===== src/rtl/uart_wb_bridge.sv =====
// -----------------------------------------------------------------------------
// uart_wb_bridge
//
// Serial-to-Wishbone debug bridge. A host sends 8N1 command frames on rx_i and
// the bridge issues single 32-bit Wishbone classic master cycles:
//   Write : 'W' (0x57), A3..A0, D3..D0   -> reply 'K' (0x4B) after ack
//   Read  : 'R' (0x52), A3..A0           -> reply D3..D0 (read word, MSB first)
// Any other byte seen while idle is dropped. Baud rate is fixed by CLK_DIV.
//
// Parameters
//   CLK_DIV       clock cycles per serial bit (4..65535)
//   TIMEOUT_BITS  inter-byte gap, in bit times, that aborts a partial command
//
// Ports
//   wb_clk_i   in   single clock for all logic
//   wb_rst_i   in   asynchronous active-high reset
//   wb_adr_o   out  [31:0] byte address of the cycle
//   wb_dat_o   out  [31:0] write data
//   wb_dat_i   in   [31:0] read data, captured on ack
//   wb_we_o    out  1 = write cycle
//   wb_sel_o   out  [3:0] 4'hF during a cycle, 4'h0 otherwise
//   wb_stb_o   out  strobe, high together with wb_cyc_o for the whole cycle
//   wb_cyc_o   out  cycle
//   wb_ack_i   in   slave acknowledge
//   rx_i       in   serial input (asynchronous, idle high)
//   tx_o       out  serial output (idle high)
//   busy_o     out  high whenever the command FSM is not idle
// -----------------------------------------------------------------------------
module uart_wb_bridge #(
  parameter int CLK_DIV      = 868,
  parameter int TIMEOUT_BITS = 16
) (
  input  logic        wb_clk_i,
  input  logic        wb_rst_i,
  output logic [31:0] wb_adr_o,
  output logic [31:0] wb_dat_o,
  input  logic [31:0] wb_dat_i,
  output logic        wb_we_o,
  output logic [3:0]  wb_sel_o,
  output logic        wb_stb_o,
  output logic        wb_cyc_o,
  input  logic        wb_ack_i,
  input  logic        rx_i,
  output logic        tx_o,
  output logic        busy_o
);

  localparam logic [15:0] DIV_M1  = 16'(CLK_DIV - 1);
  localparam logic [15:0] HALF_M1 = 16'(CLK_DIV / 2 - 1);
  localparam logic [31:0] TO_LIM  = 32'(TIMEOUT_BITS * CLK_DIV);
  localparam logic [7:0]  OP_W    = 8'h57;
  localparam logic [7:0]  OP_R    = 8'h52;
  localparam logic [7:0]  RESP_K  = 8'h4B;

  typedef enum logic [2:0] {
    S_IDLE,
    S_ADDR,
    S_DATA,
    S_BUS,
    S_RESP
  } state_t;

  // RX engine state
  logic        r_rx_meta;
  logic        r_rx_sync;
  logic        r_rx_last;
  logic        r_rx_busy;
  logic [15:0] r_rx_cnt;
  logic [3:0]  r_rx_bitn;
  logic [7:0]  r_rx_sh;
  logic [7:0]  r_rx_data;
  logic        r_rx_vld;
  logic        r_rx_ferr;

  // Command FSM and bus master state
  state_t      r_state;
  logic [1:0]  r_bcnt;
  logic        r_we;
  logic [31:0] r_adr;
  logic [31:0] r_dat;
  logic        r_cyc;
  logic [31:0] r_to_cnt;

  // Response / TX engine state
  logic [31:0] r_resp;
  logic [2:0]  r_left;
  logic        r_tx;
  logic        r_tx_act;
  logic [15:0] r_tx_cnt;
  logic [3:0]  r_tx_bitn;
  logic [8:0]  r_tx_sh;

  logic        w_tx_done;
  logic        w_tx_load;

  // ---------------------------------------------------------------------------
  // RX: 2-FF synchronizer, falling-edge start detect, mid-bit sampling.
  // bitn 0 = start-bit re-check, 1..8 = data LSB first, 9 = stop bit.
  // The engine returns to idle at the stop-bit sample so that the next start
  // edge, which may follow immediately, is never missed.
  // ---------------------------------------------------------------------------
  always_ff @(posedge wb_clk_i or posedge wb_rst_i) begin
    if (wb_rst_i) begin
      r_rx_meta <= 1'b1;
      r_rx_sync <= 1'b1;
      r_rx_last <= 1'b1;
      r_rx_busy <= 1'b0;
      r_rx_cnt  <= '0;
      r_rx_bitn <= '0;
      r_rx_sh   <= '0;
      r_rx_data <= '0;
      r_rx_vld  <= 1'b0;
      r_rx_ferr <= 1'b0;
    end else begin
      r_rx_meta <= rx_i;
      r_rx_sync <= r_rx_meta;
      r_rx_last <= r_rx_sync;
      r_rx_vld  <= 1'b0;
      r_rx_ferr <= 1'b0;
      if (!r_rx_busy) begin
        if (r_rx_last && !r_rx_sync) begin
          r_rx_busy <= 1'b1;
          r_rx_cnt  <= HALF_M1;
          r_rx_bitn <= 4'd0;
        end
      end else if (r_rx_cnt != 16'd0) begin
        r_rx_cnt <= r_rx_cnt - 16'd1;
      end else begin
        r_rx_cnt <= DIV_M1;
        if (r_rx_bitn == 4'd0) begin
          // Line back high at half a bit: treat the edge as a glitch.
          if (r_rx_sync) r_rx_busy <= 1'b0;
          else           r_rx_bitn <= 4'd1;
        end else if (r_rx_bitn != 4'd9) begin
          r_rx_sh   <= {r_rx_sync, r_rx_sh[7:1]};
          r_rx_bitn <= r_rx_bitn + 4'd1;
        end else begin
          r_rx_busy <= 1'b0;
          if (r_rx_sync) begin
            r_rx_vld  <= 1'b1;
            r_rx_data <= r_rx_sh;
          end else begin
            r_rx_ferr <= 1'b1;
          end
        end
      end
    end
  end

  // The stop bit of a frame has run its full length.
  assign w_tx_done = r_tx_act && (r_tx_cnt == 16'd0) && (r_tx_bitn == 4'd9);
  // Start a new frame either from idle or directly after the previous stop
  // bit, which keeps multi-byte replies back to back.
  assign w_tx_load = (r_state == S_RESP) && (r_left != 3'd0) &&
                     (!r_tx_act || w_tx_done);

  // ---------------------------------------------------------------------------
  // Command FSM, Wishbone master and TX serializer.
  // ---------------------------------------------------------------------------
  always_ff @(posedge wb_clk_i or posedge wb_rst_i) begin
    if (wb_rst_i) begin
      r_state   <= S_IDLE;
      r_bcnt    <= '0;
      r_we      <= 1'b0;
      r_adr     <= '0;
      r_dat     <= '0;
      r_cyc     <= 1'b0;
      r_to_cnt  <= '0;
      r_resp    <= '0;
      r_left    <= '0;
      r_tx      <= 1'b1;
      r_tx_act  <= 1'b0;
      r_tx_cnt  <= '0;
      r_tx_bitn <= '0;
      r_tx_sh   <= '0;
    end else begin
      case (r_state)
        S_IDLE: begin
          r_to_cnt <= '0;
          r_bcnt   <= '0;
          if (r_rx_vld && (r_rx_data == OP_W || r_rx_data == OP_R)) begin
            r_state <= S_ADDR;
            r_we    <= (r_rx_data == OP_W);
          end
        end

        S_ADDR, S_DATA: begin
          if (r_rx_ferr) begin
            r_state <= S_IDLE;
          end else if (r_rx_vld) begin
            r_to_cnt <= '0;
            r_bcnt   <= r_bcnt + 2'd1;
            if (r_state == S_ADDR) r_adr <= {r_adr[23:0], r_rx_data};
            else                   r_dat <= {r_dat[23:0], r_rx_data};
            if (r_bcnt == 2'd3) begin
              if (r_state == S_ADDR && r_we) begin
                r_state <= S_DATA;
              end else begin
                r_state <= S_BUS;
                r_cyc   <= 1'b1;
              end
            end
          end else if (r_to_cnt == TO_LIM) begin
            r_state <= S_IDLE;
          end else begin
            r_to_cnt <= r_to_cnt + 32'd1;
          end
        end

        S_BUS: begin
          if (wb_ack_i) begin
            r_cyc   <= 1'b0;
            r_state <= S_RESP;
            if (r_we) begin
              r_resp <= {RESP_K, 24'h0};
              r_left <= 3'd1;
            end else begin
              r_resp <= wb_dat_i;
              r_left <= 3'd4;
            end
          end
        end

        S_RESP: begin
          if (w_tx_done && r_left == 3'd0) r_state <= S_IDLE;
        end

        default: r_state <= S_IDLE;
      endcase

      // TX serializer: start bit, 8 data bits LSB first, stop bit.
      if (w_tx_load) begin
        r_tx      <= 1'b0;
        r_tx_sh   <= {1'b1, r_resp[31:24]};
        r_resp    <= {r_resp[23:0], 8'h00};
        r_left    <= r_left - 3'd1;
        r_tx_cnt  <= DIV_M1;
        r_tx_bitn <= 4'd0;
        r_tx_act  <= 1'b1;
      end else if (r_tx_act) begin
        if (r_tx_cnt != 16'd0) begin
          r_tx_cnt <= r_tx_cnt - 16'd1;
        end else if (w_tx_done) begin
          r_tx_act <= 1'b0;
        end else begin
          r_tx      <= r_tx_sh[0];
          r_tx_sh   <= {1'b1, r_tx_sh[8:1]};
          r_tx_bitn <= r_tx_bitn + 4'd1;
          r_tx_cnt  <= DIV_M1;
        end
      end
    end
  end

  assign wb_adr_o = r_adr;
  assign wb_dat_o = r_dat;
  assign wb_we_o  = r_we;
  assign wb_cyc_o = r_cyc;
  assign wb_stb_o = r_cyc;
  assign wb_sel_o = r_cyc ? 4'hF : 4'h0;
  assign tx_o     = r_tx;
  assign busy_o   = (r_state != S_IDLE);

endmodule


===== config.mk =====
export PLATFORM = sky130hd
export DESIGN_NAME = uart_wb_bridge
export DESIGN_NICKNAME = d
export VERILOG_FILES = /design/src/rtl/uart_wb_bridge.sv
export SDC_FILE = /design/constraint.sdc
export NUM_CORES = 1
export LEC_CHECK = 0
export CAP_MARGIN = 20
export CELL_PAD_IN_SITES_DETAIL_PLACEMENT = 0
export CELL_PAD_IN_SITES_GLOBAL_PLACEMENT = 1
export CORE_UTILIZATION = 48
export CTS_CLUSTER_SIZE = 25
export DETAILED_ROUTE_END_ITERATION = 10
export PLACE_DENSITY = 0.83
export SYNTH_ARGS = -nofsm -noshare
export SYNTH_HDL_FRONTEND = slang
export SYNTH_SLANG_ARGS = --single-unit
export TNS_END_PERCENT = 30

===== constraint.sdc =====
create_clock -name wb_clk_i -period 13.8 [get_ports wb_clk_i]
set_clock_uncertainty 0.15 [all_clocks]
set_input_delay 2.07 -clock wb_clk_i [delete_from_list [all_inputs] [get_ports wb_clk_i]]
set_output_delay 2.07 -clock wb_clk_i [all_outputs]
set_load 0.005 [all_outputs]

# After elaboration in Yosys (flattened, before gate mapping)
# Cells that the tools add are included.
dict set report classes {
  addsub 7
  eq_ne 26
  n_mux 75
  bitwise_logic 5
  n_reduce_logical 40
}
# cell count
set ops {}
lappend ops {{$mux W32} 7}
lappend ops {{$mux W16} 7}
lappend ops {{$pmux W32 S2} 1}
lappend ops {{$mux W4} 11}
lappend ops {{$mux W9} 4}
lappend ops {{$mux W3} 11}
lappend ops {{$add A32 B1 Y32 const B} 1}
lappend ops {{$eq A32 B14 Y1 const B} 1}
lappend ops {{$reduce_bool A16 Y1} 2}
lappend ops {{$sub A16 B1 Y16 const B} 2}
lappend ops {{$mux W1} 29}
lappend ops {{$eq A8 B7 Y1 const B} 2}
lappend ops {{$logic_not A16 Y1} 1}
lappend ops {{$ne A2 B2 Y1 const B} 8}
lappend ops {{$reduce_and A4 Y1} 4}
lappend ops {{$ne A4 B4 Y1 const B} 3}
lappend ops {{$pmux W3 S4} 1}
lappend ops {{$reduce_bool A2 Y1} 6}
lappend ops {{$reduce_and A5 Y1} 2}
lappend ops {{$reduce_and A3 Y1} 3}
lappend ops {{$add A4 B1 Y4 const B} 2}
lappend ops {{$logic_and A1 B1 Y1} 8}
lappend ops {{$eq A3 B2 Y1 const B} 2}
lappend ops {{$logic_not A3 Y1} 2}
lappend ops {{other kinds (20)} 33}
dict set report totals {
  reg_bits 211
  in_bits 36
  out_inout_bits 73
  wordCells 177
}

# Logic depth before layout (Yosys ltp)
dict set report logic_depth {
  depth_word 7
  mapped_depth 10
  mapped_depth_nobuf 8
}

# Least setup slack after synthesis
# Ideal clock, no wire load.
dict set report synth_timing {
  path_kind {input-to-reg}
  startpoint {input wb_ack_i}
  endpoint {register r_resp[24]}
  setup_time_ns 0.126
  t_arrival_ns 3.006
  required_time_ns 13.524
  path_slack_ns 10.518
  stages 5
  path_buffers 2
  cell_sequence {nand4b_1 clkbuf_1 clkbuf_1 nor2_1 a221o_1}
}
dict set report synth_between {
  elab_chain_len 2
}
# item line_no
set synth_rtl {}
lappend synth_rtl {{start: declaration} 42} ;# input logic wb_ack_i,
lappend synth_rtl {{$reduce_bool A2 Y1 (no source line)} n/a}
lappend synth_rtl {{$reduce_and A2 Y1 (no source line)} n/a}
lappend synth_rtl {{end signal: assignment} 215} ;# r_resp <= {RESP_K, 24'h0};
lappend synth_rtl {{end signal: assignment} 218} ;# r_resp <= wb_dat_i;
lappend synth_rtl {{end signal: assignment} 235} ;# r_resp <= {r_resp[23:0], 8'h00};
lappend synth_rtl {{end: declaration} 85} ;# logic [31:0] r_resp;
# No other way between the ends.
# A chain may end at the register's enable or synchronous reset.

# Final worst setup path
dict set report layout_timing {
  startpoint {register r_state[2]}
  endpoint {output busy_o}
}
dict set report layout_between {
  elab_chain_len 1
}
# item line_no
set layout_rtl {}
lappend layout_rtl {{start: declaration} 76} ;# state_t r_state;
lappend layout_rtl {{start signal: assignment} 162} ;# r_state <= S_IDLE;
lappend layout_rtl {{start signal: assignment} 182} ;# r_state <= S_ADDR;
lappend layout_rtl {{start signal: assignment} 189} ;# r_state <= S_IDLE;
lappend layout_rtl {{$reduce_bool A3 Y1} 262} ;# assign busy_o = (r_state != S_IDLE);
lappend layout_rtl {{end: declaration} 45} ;# output logic busy_o
# No other way between the ends.

==> metrics.txt <==
wire per inst=16.0 um; Worst Hold Launch=r_rx_meta; Diodes inserted=0; CP max stage cell=dfrtp_1; Clock Sinks=211; drt first pass iters=4; synth unique cells=slightly above 70; gr usage total=between 20% and 30%; RD Place Congestion=between 0.7 and 0.8; Synth Area per Inst=~10 um^2; crit path time final=4210 ps; Arr. time, crit path=1990 ps; Finished Layout Cells=between 1000 and 1500; Post-CTS Setup Inserts=0; pin count of the biggest net entering global routing=130; Setup TNS=0 ps; Gates resized, CTS repair=0; fin nets=around 1100; vias in the first global route=roughly 7000; Post-DP HPWL=13600 um; LEAKAGE=around 5.4 nW; share of synthesized flip-flops with an asynchronous set or reset=100%; Critical Path Source Type=flop; # setup viols final=0; grt ovf=0; CP max stage delay=around 660 ps; worst reg-to-reg path cell count=5; delay-heaviest family, CP=buffers and inverters; synthesized area=~9800 um^2; IO Pins=~110; power per cell area=114 nW/um^2; Hold Fails Final Rpt=0; unrepaired setup endpoints after global routing=no; Initial Util=a little under 50%; CTS tree=yes; Syn Nets=992; crit path from=r_state[2]; DR vias/cell=roughly 5.5; CTS Buf Count=23; MaxCap Viol Count=0; worst-path fanout max=18; sequential element share of the synthesized area=between 50 and 60%; first-pass GRT wire length=about 35000 um; Worst R2R End=r_tx_sh[0]; reg2reg setup slack=roughly 11000 ps; Max Clock Freq=237 MHz; hold-critical path depth=0; P&R area growth vs syn=21.4%; FF-to-FF Start=r_state[1]; post-route worst setup slack=between 9000 and 10000 ps; WL final=between 20000 and 25000 um; clock latency on the worst-skew pair=approximately 500 ps; initial antenna violation count=0; outcome=completed; row cnt=52; fin crit share=30.5%; DR iter-0 viols=393; Slew @ Worst Pin=909 ps; EDFF count, synth=0; DRC viols=0; cts hold-fix bufs=0; depth of the CTS H-tree=1; relative slew slack=about two fifths; YS warnings=0; worst-path cell chain=nor3_1, inv_1, clkdlybuf4s50_1; share of post-route cells with drive strength above 1=between 15 and 20%; PortBufs=between 100 and 150; CP endpoint kind=output pin; total core area=roughly 20000 um^2; Cells after Synth=roughly 940; Yosys reg bits=approximately 210; ys flop type=dfrtp_1; final max-slew violation count=0; die height=145 um; Chip Width=145 um; DRT antenna net count=0; pre-CTS WS=approximately 9200 ps; routed via count=7304; worst vdd ir=approximately 0.099 mV; die footprint=21100 um^2; Hold Crit Class=reg2reg; WS Path Type=reg2out; clk buf depth=3; Root Buffer=clkbuf_16; # placed instances=1274; clk slew on worst S/H paths=around 60 ps; WHS Endpoint=r_rx_sync; WP buf/inv=2; worst path required time=between 10000 and 15000 ps
-- cells in the final DEF (no fill, tap or decap), types with 13 or more instances in the layout --
cell / instances
dfrtp_1: 207
clkdlybuf4s50_1: 108
o21ai_0: 107
nor2_1: 85
nand2_1: 81
mux2_2: 80
a21oi_1: 53
nor3b_1: 30
nand3_1: 24
clkbuf_16: 23
inv_1: 21
nand4_1: 17
nor4_1: 14
a31oi_1: 14
xnor2_1: 13
ha_1: 13
-- cell families (layout without fill, tap and decap cells) --
logic type / after synthesis / after routing / synth area share (%)
adders and majority gates: 14 / 14 / 1.76
DFF: 211 / 211 / 53.7
xor gates and xnor gates: 16 / 16 / 1.42
AOI/OAI and AO/OA: 231 / 231 / 14.0
muxes: 82 / 82 / 9.36
and+or+nand+nor: 310 / 310 / 16.4
buffers and inverters: 79 / 183 / 3.34
-- Yosys cell counts (14+ instances only) --
cell,n,area (um^2)
dfrtp_1,207,5180
o21ai_0,107,536
nor2_1,85,319
nand2_1,81,304
mux2_2,80,901
a21oi_1,53,265
clkbuf_1,33,124
nor3b_1,30,225
nand3_1,24,120
inv_1,22,82.6
nand4_1,17,106
a31oi_1,14,87.6
nor4_1,14,87.6
-- stage by stage --
stage	instance area (um^2)	hold WS, ps	util (%)	power, W
floorplan	9840	195	-	0.000725
global placement	11100	209	55.1	0.000751
detailed placement	11100	201	55.1	0.000754
CTS	11900	209	59.0	0.00138
global route	11900	214	59.2	0.00142
finish	11900	208	59.2	0.00136
-- per-layer routing --
layer / track usage [%] / share of wire, % / up-vias / wire length [um]
li1: - / - / 3579 / -
met1: 28.2 / 46 / 3596 / 9700
met2: 32.5 / 48 / 90 / 10200
met3: 2.96 / 3.1 / 39 / 658
met4: 5.63 / 2.4 / 0 / 498
met5: 0 / 0 / - / 0
-- power breakdown --
part	internal, W	total (W)	switching [W]	leakage, nW
clock	0.000376	0.000620	0.000244	0.389
combinational	0.0000347	0.0000778	0.0000431	2.20
sequential	0.000640	0.000664	0.0000244	2.79
-- worst max path at each step --
| stage | slack [ps] | endpoint | cells after the start |
|---|---|---|---|
| 2_1_floorplan | 5820 | r_bcnt[0] | 1 |
| 3_3_place_gp | 9260 | r_tx_bitn[3] | 3 |
| 3_5_place_dp | 9240 | wb_adr_o[3] | 3 |
| 4_1_cts | 9560 | busy_o | 3 |
| 5_1_grt | 9480 | busy_o | 3 |
| 6_report | 9590 | busy_o | 3 |
-- state kept, by name, indices dropped and copies added (netlist names), 2 cells and up --
register and count:
r_rx_cnt 16, r_rx_data 8, r_resp 32, r_tx_bitn 4
r_tx_sh 9, r_state 3, r_rx_bitn 4, r_left 3
r_tx_cnt 16, r_rx_sh 8, wb_adr_o 32, r_bcnt 2
r_to_cnt 32, wb_dat_o 32
-- cell type report --
type / count / area (um^2)
fillers: 1772 / 8220
flip-flops and latches: 211 / 5290
multi-input cells: 653 / 4250
repair buffers: 120 / 1200
clock buffers: 33 / 713
well taps: 270 / 338
inverters: 22 / 90.1
clock inverters: 8 / 70.1
Power figures use the tool's default switching activity.
